--- src/rtl/sne_apb_cfg_loader_if.sv ---
// TCDM read-master and APB-master signal bundle of the SNE configuration loader.
// Signal names are from the loader's point of view (_o driven by the loader).
interface sne_apb_cfg_loader_if;
    logic        tcdm_req_o;
    logic        tcdm_gnt_i;
    logic [31:0] tcdm_add_o;
    logic        tcdm_wen_o;
    logic [3:0]  tcdm_be_o;
    logic [31:0] tcdm_data_o;
    logic [31:0] tcdm_r_data_i;
    logic        tcdm_r_valid_i;

    logic [31:0] apb_paddr_o;
    logic [31:0] apb_pwdata_o;
    logic        apb_pwrite_o;
    logic        apb_psel_o;
    logic        apb_penable_o;
    logic [31:0] apb_prdata_i;
    logic        apb_pready_i;
    logic        apb_pslverr_i;

    modport master (
        output tcdm_req_o, tcdm_add_o, tcdm_wen_o, tcdm_be_o, tcdm_data_o,
        input  tcdm_gnt_i, tcdm_r_data_i, tcdm_r_valid_i,
        output apb_paddr_o, apb_pwdata_o, apb_pwrite_o, apb_psel_o, apb_penable_o,
        input  apb_prdata_i, apb_pready_i, apb_pslverr_i
    );

    modport slave (
        input  tcdm_req_o, tcdm_add_o, tcdm_wen_o, tcdm_be_o, tcdm_data_o,
        output tcdm_gnt_i, tcdm_r_data_i, tcdm_r_valid_i,
        input  apb_paddr_o, apb_pwdata_o, apb_pwrite_o, apb_psel_o, apb_penable_o,
        output apb_prdata_i, apb_pready_i, apb_pslverr_i
    );
endinterface

--- src/rtl/sne_apb_cfg_loader.sv ---
// Replays a TCDM-resident list of 8-byte {addr/opcode, data} entries as APB writes
// and timed waits towards the SNE configuration slave.
module sne_apb_cfg_loader #(
    parameter int unsigned MAX_WAIT_W = 16
) (
    input  logic                 system_clk_i,
    input  logic                 system_rst_ni,
    input  logic                 start_i,
    input  logic                 abort_i,
    input  logic [31:0]          base_addr_i,
    input  logic [15:0]          num_entries_i,
    output logic                 busy_o,
    output logic                 done_o,
    output logic                 error_o,
    sne_apb_cfg_loader_if.master bus
);

    typedef enum logic [2:0] {
        IDLE, RD_A, RD_D, DECODE, APB_SETUP, APB_ACCESS, DELAY, FINISH
    } state_e;

    localparam logic [1:0] OP_WRITE = 2'b00;
    localparam logic [1:0] OP_WAIT  = 2'b01;
    localparam logic [1:0] OP_END   = 2'b11;

    state_e                state_q, state_d;
    logic [31:0]           base_q, base_d;
    logic [15:0]           num_q, num_d;
    logic [15:0]           k_q, k_d;
    logic [31:0]           word0_q, word0_d;
    logic [31:0]           data_q, data_d;
    logic [MAX_WAIT_W-1:0] cnt_q, cnt_d;
    logic                  abort_q, abort_d;
    logic                  error_q, error_d;
    logic                  gnt_q, gnt_d;

    logic [31:0] entry_addr;
    logic [15:0] k_next;
    logic        abort_now;

    assign entry_addr = base_q + {13'b0, k_q, 3'b000};
    assign k_next     = k_q + 16'd1;
    assign abort_now  = abort_i | abort_q;

    // NOTE: every output and next-state value gets a default before the case, so no path leaves one unassigned and no latch is inferred.
    always_comb begin
        state_d = state_q;
        base_d  = base_q;
        num_d   = num_q;
        k_d     = k_q;
        word0_d = word0_q;
        data_d  = data_q;
        cnt_d   = cnt_q;
        abort_d = abort_q;
        error_d = error_q;
        gnt_d   = gnt_q;

        bus.tcdm_req_o    = 1'b0;
        bus.tcdm_add_o    = 32'h0;
        bus.tcdm_wen_o    = 1'b1;
        bus.tcdm_be_o     = 4'hF;
        bus.tcdm_data_o   = 32'h0;
        bus.apb_psel_o    = 1'b0;
        bus.apb_penable_o = 1'b0;
        bus.apb_pwrite_o  = 1'b0;
        bus.apb_paddr_o   = 32'h0;
        bus.apb_pwdata_o  = 32'h0;

        busy_o  = (state_q != IDLE) && (state_q != FINISH);
        done_o  = (state_q == FINISH);
        error_o = error_q;

        // An abort seen mid-handshake is held until the next safe point.
        if (abort_i && busy_o) abort_d = 1'b1;

        unique case (state_q)
            IDLE: begin
                abort_d = 1'b0;
                if (start_i) begin
                    base_d  = base_addr_i;
                    num_d   = num_entries_i;
                    k_d     = 16'd0;
                    error_d = 1'b0;
                    gnt_d   = 1'b0;
                    state_d = (num_entries_i == 16'd0) ? FINISH : RD_A;
                end
            end
            RD_A, RD_D: begin
                if (!gnt_q) begin
                    bus.tcdm_req_o = 1'b1;
                    bus.tcdm_add_o = (state_q == RD_A) ? entry_addr : entry_addr + 32'd4;
                    if (bus.tcdm_gnt_i) gnt_d = 1'b1;
                end else if (bus.tcdm_r_valid_i) begin
                    gnt_d = 1'b0;
                    if (state_q == RD_A) word0_d = bus.tcdm_r_data_i;
                    else                 data_d  = bus.tcdm_r_data_i;
                    if (abort_now)             state_d = FINISH;
                    else if (state_q == RD_A)  state_d = RD_D;
                    else                       state_d = DECODE;
                end
            end
            DECODE: begin
                if (abort_now) begin
                    state_d = FINISH;
                end else begin
                    unique case (word0_q[1:0])
                        OP_WRITE: state_d = APB_SETUP;
                        OP_WAIT: begin
                            cnt_d   = data_q[MAX_WAIT_W-1:0];
                            state_d = DELAY;
                        end
                        OP_END:  state_d = FINISH;
                        default: begin
                            error_d = 1'b1;
                            state_d = FINISH;
                        end
                    endcase
                end
            end
            APB_SETUP, APB_ACCESS: begin
                bus.apb_psel_o    = 1'b1;
                bus.apb_penable_o = (state_q == APB_ACCESS);
                bus.apb_pwrite_o  = 1'b1;
                bus.apb_paddr_o   = {word0_q[31:2], 2'b00};
                bus.apb_pwdata_o  = data_q;
                if (state_q == APB_SETUP) begin
                    state_d = APB_ACCESS;
                end else if (bus.apb_pready_i) begin
                    if (bus.apb_pslverr_i) begin
                        error_d = 1'b1;
                        state_d = FINISH;
                    end else begin
                        k_d     = k_next;
                        state_d = (k_next == num_q || abort_now) ? FINISH : RD_A;
                    end
                end
            end
            DELAY: begin
                // A zero count still spends one cycle here.
                if (abort_now) begin
                    state_d = FINISH;
                end else if (cnt_q == '0 || cnt_q == MAX_WAIT_W'(1)) begin
                    k_d     = k_next;
                    state_d = (k_next == num_q) ? FINISH : RD_A;
                end else begin
                    cnt_d = cnt_q - MAX_WAIT_W'(1);
                end
            end
            FINISH: begin
                abort_d = 1'b0;
                state_d = IDLE;
            end
            default: state_d = IDLE;
        endcase
    end

    // NOTE: state registers use non-blocking assignments so all of them update together on the edge.
    always_ff @(posedge system_clk_i or negedge system_rst_ni) begin
        if (!system_rst_ni) begin
            state_q <= IDLE;
            base_q  <= 32'h0;
            num_q   <= 16'h0;
            k_q     <= 16'h0;
            word0_q <= 32'h0;
            data_q  <= 32'h0;
            cnt_q   <= '0;
            abort_q <= 1'b0;
            error_q <= 1'b0;
            gnt_q   <= 1'b0;
        end else begin
            state_q <= state_d;
            base_q  <= base_d;
            num_q   <= num_d;
            k_q     <= k_d;
            word0_q <= word0_d;
            data_q  <= data_d;
            cnt_q   <= cnt_d;
            abort_q <= abort_d;
            error_q <= error_d;
            gnt_q   <= gnt_d;
        end
    end

endmodule

--- src/flat_wrapper.sv ---
// flat-port wrapper written by rule: the top's interface ports become plain ports
module sne_apb_cfg_loader_flat 
#(
    parameter int unsigned MAX_WAIT_W = 16
)
  (system_clk_i, system_rst_ni, start_i, abort_i, base_addr_i, num_entries_i, busy_o, done_o, error_o, bus_tcdm_req_o, bus_tcdm_add_o, bus_tcdm_wen_o, bus_tcdm_be_o, bus_tcdm_data_o, bus_tcdm_gnt_i, bus_tcdm_r_data_i, bus_tcdm_r_valid_i, bus_apb_paddr_o, bus_apb_pwdata_o, bus_apb_pwrite_o, bus_apb_psel_o, bus_apb_penable_o, bus_apb_prdata_i, bus_apb_pready_i, bus_apb_pslverr_i);
  sne_apb_cfg_loader_if bus_i ();
  input  logic system_clk_i;
  input  logic system_rst_ni;
  input  logic start_i;
  input  logic abort_i;
  input  logic [31:0] base_addr_i;
  input  logic [15:0] num_entries_i;
  output logic busy_o;
  output logic done_o;
  output logic error_o;
  output wire logic [$bits(bus_i.tcdm_req_o)-1:0] bus_tcdm_req_o;
  output wire logic [$bits(bus_i.tcdm_add_o)-1:0] bus_tcdm_add_o;
  output wire logic [$bits(bus_i.tcdm_wen_o)-1:0] bus_tcdm_wen_o;
  output wire logic [$bits(bus_i.tcdm_be_o)-1:0] bus_tcdm_be_o;
  output wire logic [$bits(bus_i.tcdm_data_o)-1:0] bus_tcdm_data_o;
  input wire logic [$bits(bus_i.tcdm_gnt_i)-1:0] bus_tcdm_gnt_i;
  input wire logic [$bits(bus_i.tcdm_r_data_i)-1:0] bus_tcdm_r_data_i;
  input wire logic [$bits(bus_i.tcdm_r_valid_i)-1:0] bus_tcdm_r_valid_i;
  output wire logic [$bits(bus_i.apb_paddr_o)-1:0] bus_apb_paddr_o;
  output wire logic [$bits(bus_i.apb_pwdata_o)-1:0] bus_apb_pwdata_o;
  output wire logic [$bits(bus_i.apb_pwrite_o)-1:0] bus_apb_pwrite_o;
  output wire logic [$bits(bus_i.apb_psel_o)-1:0] bus_apb_psel_o;
  output wire logic [$bits(bus_i.apb_penable_o)-1:0] bus_apb_penable_o;
  input wire logic [$bits(bus_i.apb_prdata_i)-1:0] bus_apb_prdata_i;
  input wire logic [$bits(bus_i.apb_pready_i)-1:0] bus_apb_pready_i;
  input wire logic [$bits(bus_i.apb_pslverr_i)-1:0] bus_apb_pslverr_i;
  assign bus_tcdm_req_o = bus_i.tcdm_req_o;
  assign bus_tcdm_add_o = bus_i.tcdm_add_o;
  assign bus_tcdm_wen_o = bus_i.tcdm_wen_o;
  assign bus_tcdm_be_o = bus_i.tcdm_be_o;
  assign bus_tcdm_data_o = bus_i.tcdm_data_o;
  assign bus_i.tcdm_gnt_i = bus_tcdm_gnt_i;
  assign bus_i.tcdm_r_data_i = bus_tcdm_r_data_i;
  assign bus_i.tcdm_r_valid_i = bus_tcdm_r_valid_i;
  assign bus_apb_paddr_o = bus_i.apb_paddr_o;
  assign bus_apb_pwdata_o = bus_i.apb_pwdata_o;
  assign bus_apb_pwrite_o = bus_i.apb_pwrite_o;
  assign bus_apb_psel_o = bus_i.apb_psel_o;
  assign bus_apb_penable_o = bus_i.apb_penable_o;
  assign bus_i.apb_prdata_i = bus_apb_prdata_i;
  assign bus_i.apb_pready_i = bus_apb_pready_i;
  assign bus_i.apb_pslverr_i = bus_apb_pslverr_i;
  sne_apb_cfg_loader #(.MAX_WAIT_W(MAX_WAIT_W)) u_core (.system_clk_i(system_clk_i), .system_rst_ni(system_rst_ni), .start_i(start_i), .abort_i(abort_i), .base_addr_i(base_addr_i), .num_entries_i(num_entries_i), .busy_o(busy_o), .done_o(done_o), .error_o(error_o), .bus(bus_i));
endmodule
--- config.mk ---
export PLATFORM = sky130hd
export DESIGN_NAME = sne_apb_cfg_loader_flat
export DESIGN_NICKNAME = d
export VERILOG_FILES = /design/src/rtl/sne_apb_cfg_loader_if.sv /design/src/rtl/sne_apb_cfg_loader.sv /design/src/flat_wrapper.sv
export SDC_FILE = /design/constraint.sdc
export NUM_CORES = 1
export LEC_CHECK = 0
export CORE_MARGIN = 4
export CORE_UTILIZATION = 50
export DETAILED_ROUTE_END_ITERATION = 12
export PLACE_DENSITY_LB_ADDON = 0.3
export RECOVER_POWER = 25
export SYNTH_ARGS = -nofsm -noshare
export SYNTH_HDL_FRONTEND = slang
export SYNTH_SLANG_ARGS = --single-unit
--- constraint.sdc ---
create_clock -name system_clk_i -period 10.05 [get_ports system_clk_i]
set_input_delay 2.01 -clock system_clk_i [delete_from_list [all_inputs] [get_ports system_clk_i]]
set_output_delay 2.01 -clock system_clk_i [all_outputs]
set_load 0.005 [all_outputs]
After elaboration in Yosys (flattened, before gate mapping)
Cells that the tools add are included.
Word-level totals
  register bits after elaboration: 150
  bits of input ports: 120
Cells by class
  $add $sub $neg: 4
  equality and inequality tests: 27
  muxes and demuxes: 50
  bitwise logic cells: 2
  reduce and logical (&&, ||, !) cells: 26
Operators by type and width (count)
  16-bit two-way mux: 10
  32-bit two-way mux: 5
  16-bit one-hot mux with 3 select lines: 1
  3-bit two-way mux: 13
  32-bit by 19-bit adder with 32-bit output: 1
  32-bit by 3-bit adder with 32-bit output, second input constant: 1
  16-bit zero test: 2
  16-bit one-hot mux with 2 select lines: 1
  2-bit != test, second input constant: 10
  3-bit one-hot mux with 6 select lines: 1
  16-bit by 1-bit adder with 16-bit output, second input constant: 1
  16-bit by 1-bit equality test with 1-bit output, second input constant: 1
  16-bit equality test: 1
  1-bit two-way mux: 16
  16-bit by 1-bit subtractor with 16-bit output, second input constant: 1
  7-bit AND reduction: 2
  3-bit equality test, second input constant: 4
  5-bit AND reduction: 2
  3-bit nonzero test: 3
  4-bit AND reduction: 2
  3-bit by 2-bit equality test with 1-bit output, second input constant: 2
  2-bit by 1-bit != test with 1-bit output, second input constant: 3
  2-bit nonzero test: 3
  2-bit OR reduction: 3
  other kinds (17): 20

Longest topological paths before layout
  word-level depth: 8
  depth in mapped cells: 12

Least setup slack after synthesis
Ideal clock, no wire load.
  path kind: register -> output
  from: reg u_core.k_q[0]
  to: out bus_tcdm_add_o[30]
  arrival: 3.012 ns
  setup slack: 5.028 ns
  cell stages (with the launch flop): 13
  buffers on the path: 0
  path through: dfrtp_1 > ha_1 > inv_1 > fa_1 > nand2b_1 > a21boi_2 > or3_1 > nand4_1 > nor4_4 > nand4_4 > nor4_4 > a31o_1 > and3_1
Between the ends
  cells in the longest elaborated chain, start to end: 5
Ends and longest elaborated chain
  start, declared: line sne_apb_cfg_loader.sv:29  | logic [15:0] k_q, k_d;
  start signal, assigned: line sne_apb_cfg_loader.sv:174  | k_q <= k_d;
  32-bit by 19-bit adder with 32-bit output *: line sne_apb_cfg_loader.sv:41  | assign entry_addr = base_q + {13'b0, k_q, 3'b000};
  32-bit by 3-bit adder with 32-bit output: line sne_apb_cfg_loader.sv:91  | bus.tcdm_add_o = (state_q == RD_A) ? entry_addr : entry_addr + 32'd4;
  32-bit two-way mux *: line sne_apb_cfg_loader.sv:91
  32-bit two-way mux *: line sne_apb_cfg_loader.sv:89  | if (!gnt_q) begin
  32-bit two-way mux *: line sne_apb_cfg_loader.sv:76  | unique case (state_q)
  end, declared: line flat_wrapper.sv:18  | output wire logic [$bits(bus_i.tcdm_add_o)-1:0] bus_tcdm_add_o;
Every way passes the cells marked *; elsewhere a longest branch is shown, timed or not.

Worst setup path in the final report
Same ends and word-level chain as after synthesis.

==> flow_results.org <==
** Synthesis
- Parity-gate share of the synthesized area counting xor and xnor cells :: 0.06594
- Of the total synthesized cell area, the portion taken by full adders, half adders and majority gates is 0.02896.
- Flip-flop cell with the highest count after synthesis :: dfrtp_1
- Of the total synthesized cell area, the portion taken by AND, OR, NAND and NOR gates is 0.2086.
- Main combinational cell family by area after synthesis :: simple AND/OR/NAND/NOR gates
- In the synthesized netlist the async set-or-reset flop fraction comes to 1.000.
- In this run, synthesis inferred 0 flip-flops with an integrated enable.
- Cell count after synthesis :: 1012
- Post-synthesis area per instance :: 9.562 sq um
- Unique masters post-synth :: 76
- Summed instance area of the synthesized netlist :: 0.009677 sq mm
- Part of the Yosys area used for sequential elements :: 0.3879
- The compound-cell area share of the yosys netlist came to 0.1213.
- In this run, synthesis produced a sequential element count of 150.
- Portion of netlist area occupied by mux cells :: 0.1288
- Count of warnings emitted by yosys :: 0

** CTS
- TritonCTS built the clock tree.
- Buffers inserted during clock tree synthesis total 17.
- For this design, the sink count on the clock tree is 150.
- In this run the post-CTS setup repair buffer count came out at 0.
- Maximum count of clock buffers along a single path :: 2
- At the later pin of the worst-skew pair, clock insertion delay measures 0.42 ns.
- Post-CTS clock slew at the launch and capture registers of the worst setup and hold paths :: 0.07 ns
- The H-tree was split into 4 levels.
- The number of gates resized after CTS was 0.
- Number of hold-repair buffers added at the cts stage :: 0
- CTS root buffer :: clkbuf_16

** Pwr
- Portion of total power attributed to combinational logic :: 0.452
- The analysis attributes to net switching a power of 1178 uW.
- Summed over all cells, the static leakage comes to 0.005059 uW.
- Of the total power, the share spent switching nets is 0.3851.
- Worst vdd rail ir drop :: 0.0001480 V
- Power spread over the standard cell area amounts to 251.6 mW/mm^2.
- Internal power component :: 1881 uW
- Clock share of power :: 0.200
- The share of total power dissipated in sequential elements is 0.348.

** Global route
- Summed over all layers, the global routing overflow is 0.
- Initial antenna violation count :: 0
- For this run, the total global-route usage over all layers was measured as 0.2235.
- Vias in the first global route :: 7769
- Entering global routing, the biggest net connects 93 pins.
- Global-route wire length before repair :: 39770 microns

** Routing
- Iteration-0 DRC Markers :: 403
- Remaining routing DRC violations :: 0
- Total detailed-routing wirelength :: 24140 microns
- The count of nets left with antenna violations once routing finished came out at 0.
- In the final routed layout, each cell accounts on average for 16.67 microns.
- The first detailed-routing pass took 5 iterations.
- Vias post-DR :: 7880
- In the routed layout, each cell is associated on average with a via count of 5.442.

** Setup path
- Destination of the worst register-to-register timing path :: u_core.k_q[5]
- Data arrives at the worst endpoint at 4.45 ns.
- For the worst flop-to-flop path, the logic depth is 9.
- The critical path is of the reg -> out type.
- In this run the worst path has a maximum fanout of 8.
- STA classifies the critical path endpoint as an output pin.
- STA puts the critical path data required time at 8.04 ns.
- For flop-to-flop paths, the worst setup slack is 6.72 ns.
- The worst setup path is launched from a flip-flop.
- Startpoint of the lowest-slack register-to-register path :: u_core.state_q[1]

** Timing
- Setup Total Neg Slack :: 0 ns
- Least-Margin Pin Slew :: 4.881 ns
- Period utilization :: 0.6425
- Timing would allow up to 154.9 MHz.
- Final Hold Fails :: 0
- The number of slew-limit violations in the final report was 93.
- Setup violations remaining at the end of the flow were counted as 0.
- On the final layout, the worst clock skew is 0.01793 ns.
- Clock period minus worst slack :: 6.457 ns
- Setup repair after global routing left no endpoint under its margin.
- Headroom to the max-slew limit :: -2.254

** Status
- Failing checks :: max-capacitance violations, max-slew violations
- Result of the run :: complete, but fails checks

** Worst hold path
- In this run the most critical hold path is launched from u_core.word0_q[13].
- Counting instances, the worst hold path has a depth of 1.
- Endpoint of the worst hold path :: u_core.word0_q[13]
- The path class of the tightest hold or removal check is reg -> reg.

** Floorplan
- The floorplan step defined a die boundary enclosing 0.02164 sq mm.
- IO Pins :: 260
- Placeable core area :: 0.01889 sq mm
- Placement Rows :: 50
- From left edge to right edge, the die measures 147.1 microns.
- The initial utilization of the core area, before any placement, comes to 0.5122.
- The die is 147.1 microns tall.

** Placement
- Once detailed placement completed, the half-perimeter wirelength came to 17810 microns.
- Buffers placed on the I/O ports in this run total 188.
- Placed instance count :: 1417
- Final Wtd Congestion :: 0.8672

** Final layout
- The net count of the finished layout is 1317.
- Counting the fill cells in the layout gives 1640.
- The library cell used most frequently in the layout, excluding fill and tap cells, is clkdlybuf4s50_1.
- Non-filler cells in the finished layout :: 1448
- 0 antenna diodes ended up in the layout.
- Commonest non-fill, non-tap cells in the layout :: clkdlybuf4s50_1, dfrtp_1, mux2_2, nor2_1, and2_1
- Layout cell share with drive strength beyond 1 :: 0.1566
- Layout overhead on the synthesized area :: 25.64%

** Run
- Number of violations of the max-capacitance limit :: 1
-- power groups by stage --
stage          registers (uW)  logic (uW)  clock network, uW
6_report                 1060        1380                611
5_1_grt                  1100        1540                650
4_1_cts                  1060        1390                623
3_5_place_dp             1070        1370                  0
3_3_place_gp             1060        1340                  0
2_1_floorplan             971         983                  0
-- logic make-up after synthesis --
group                    Yosys count
adder cells (fa/ha/maj)           22
other                              2
AND/OR/NAND/NOR                  368
buffers and inverters            107
XOR/XNOR                          66
AO/OA/AOI/OAI                    186
multiplexers                     111
flip-flops                       150
-- per-layer routing --
metal / global-route usage / vias to the layer above / wire, microns
met5: 0 / - / 0
li1: - / 3826 / -
met4: 0.04613 / 0 / 188
met3: 0.08513 / 18 / 2392
met2: 0.3477 / 284 / 10940
met1: 0.3006 / 3752 / 10620
-- critical path: stages (launching register included) --
cell and delay, ns:
dfrtp_1 0.55, ha_1 0.26, inv_1 0.06, fa_1 0.40
nand2b_1 0.21, a21oi_2 0.27, o21ai_0 0.14, a221oi_1 0.45
and4_4 0.35, nand4_4 0.14, nor4_4 0.36, a31o_1 0.20
and3_1 0.16, clkdlybuf4s50_1 0.49
-- state kept, by name (all words and copies together) (netlist names) --
register / cells
u_core.abort_q: 1
u_core.base_q: 32
u_core.cnt_q: 16
u_core.data_q: 32
u_core.error_o: 1
u_core.gnt_q: 1
u_core.k_q: 16
u_core.num_q: 16
u_core.state_q: 3
u_core.word0_q: 32
-- worst max path at each step --
stage / from / endpoint / slack [ns]
6_report: u_core.k_q[0] / bus_tcdm_add_o[30] / 3.59
5_1_grt: system_rst_ni / u_core.base_q[26] / 2.86
4_1_cts: u_core.k_q[0] / bus_tcdm_add_o[30] / 3.60
3_5_place_dp: u_core.k_q[0] / bus_tcdm_add_o[26] / 4.07
3_3_place_gp: u_core.k_q[0] / bus_tcdm_add_o[25] / 4.14
2_1_floorplan: u_core.k_q[0] / bus_tcdm_add_o[30] / 5.03
-- Yosys cell counts, drive strengths merged (22+ instances only) --
cell / count / area [sq um]
nor3: 24 / 120.1
and2: 73 / 456.7
clkbuf: 39 / 146.4
mux2: 108 / 1216
nand2: 58 / 217.7
nor2: 90 / 337.8
o21ai: 74 / 385.4
xnor2: 37 / 369.1
xor2: 29 / 269.0
nand4: 22 / 182.7
a21oi: 48 / 251.5
nand3: 26 / 130.1
buf: 48 / 337.8
dfrtp: 150 / 3754
-- through the flow --
step	setup slack [ns]	utilization	hold WS (ns)	cell area, sq um	power (uW)
2_1_floorplan	5.028	-	0.4703	9816	1954
3_3_place_gp	4.139	0.6143	0.4790	11610	2398
6_report	3.593	0.6435	0.4984	12160	3059
5_1_grt	2.865	0.6435	0.5159	12160	3288
4_1_cts	3.596	0.6441	0.5015	12170	3072
3_5_place_dp	4.068	0.6143	0.4850	11610	2443
-- area by class of cell --
class	instances	area (sq um)	share of cell area
Clock buffer	19	452.9	0.03725
Clock inverter	12	110.1	0.009056
Inverter	20	75.07	0.006175
Multi-Input combinational cell	792	5517	0.4537
Sequential cell	150	3754	0.3087
Tap cell	260	325.3	0.02676
Timing Repair Buffer	195	1924	0.1583
(Power assumes the default switching activity.)
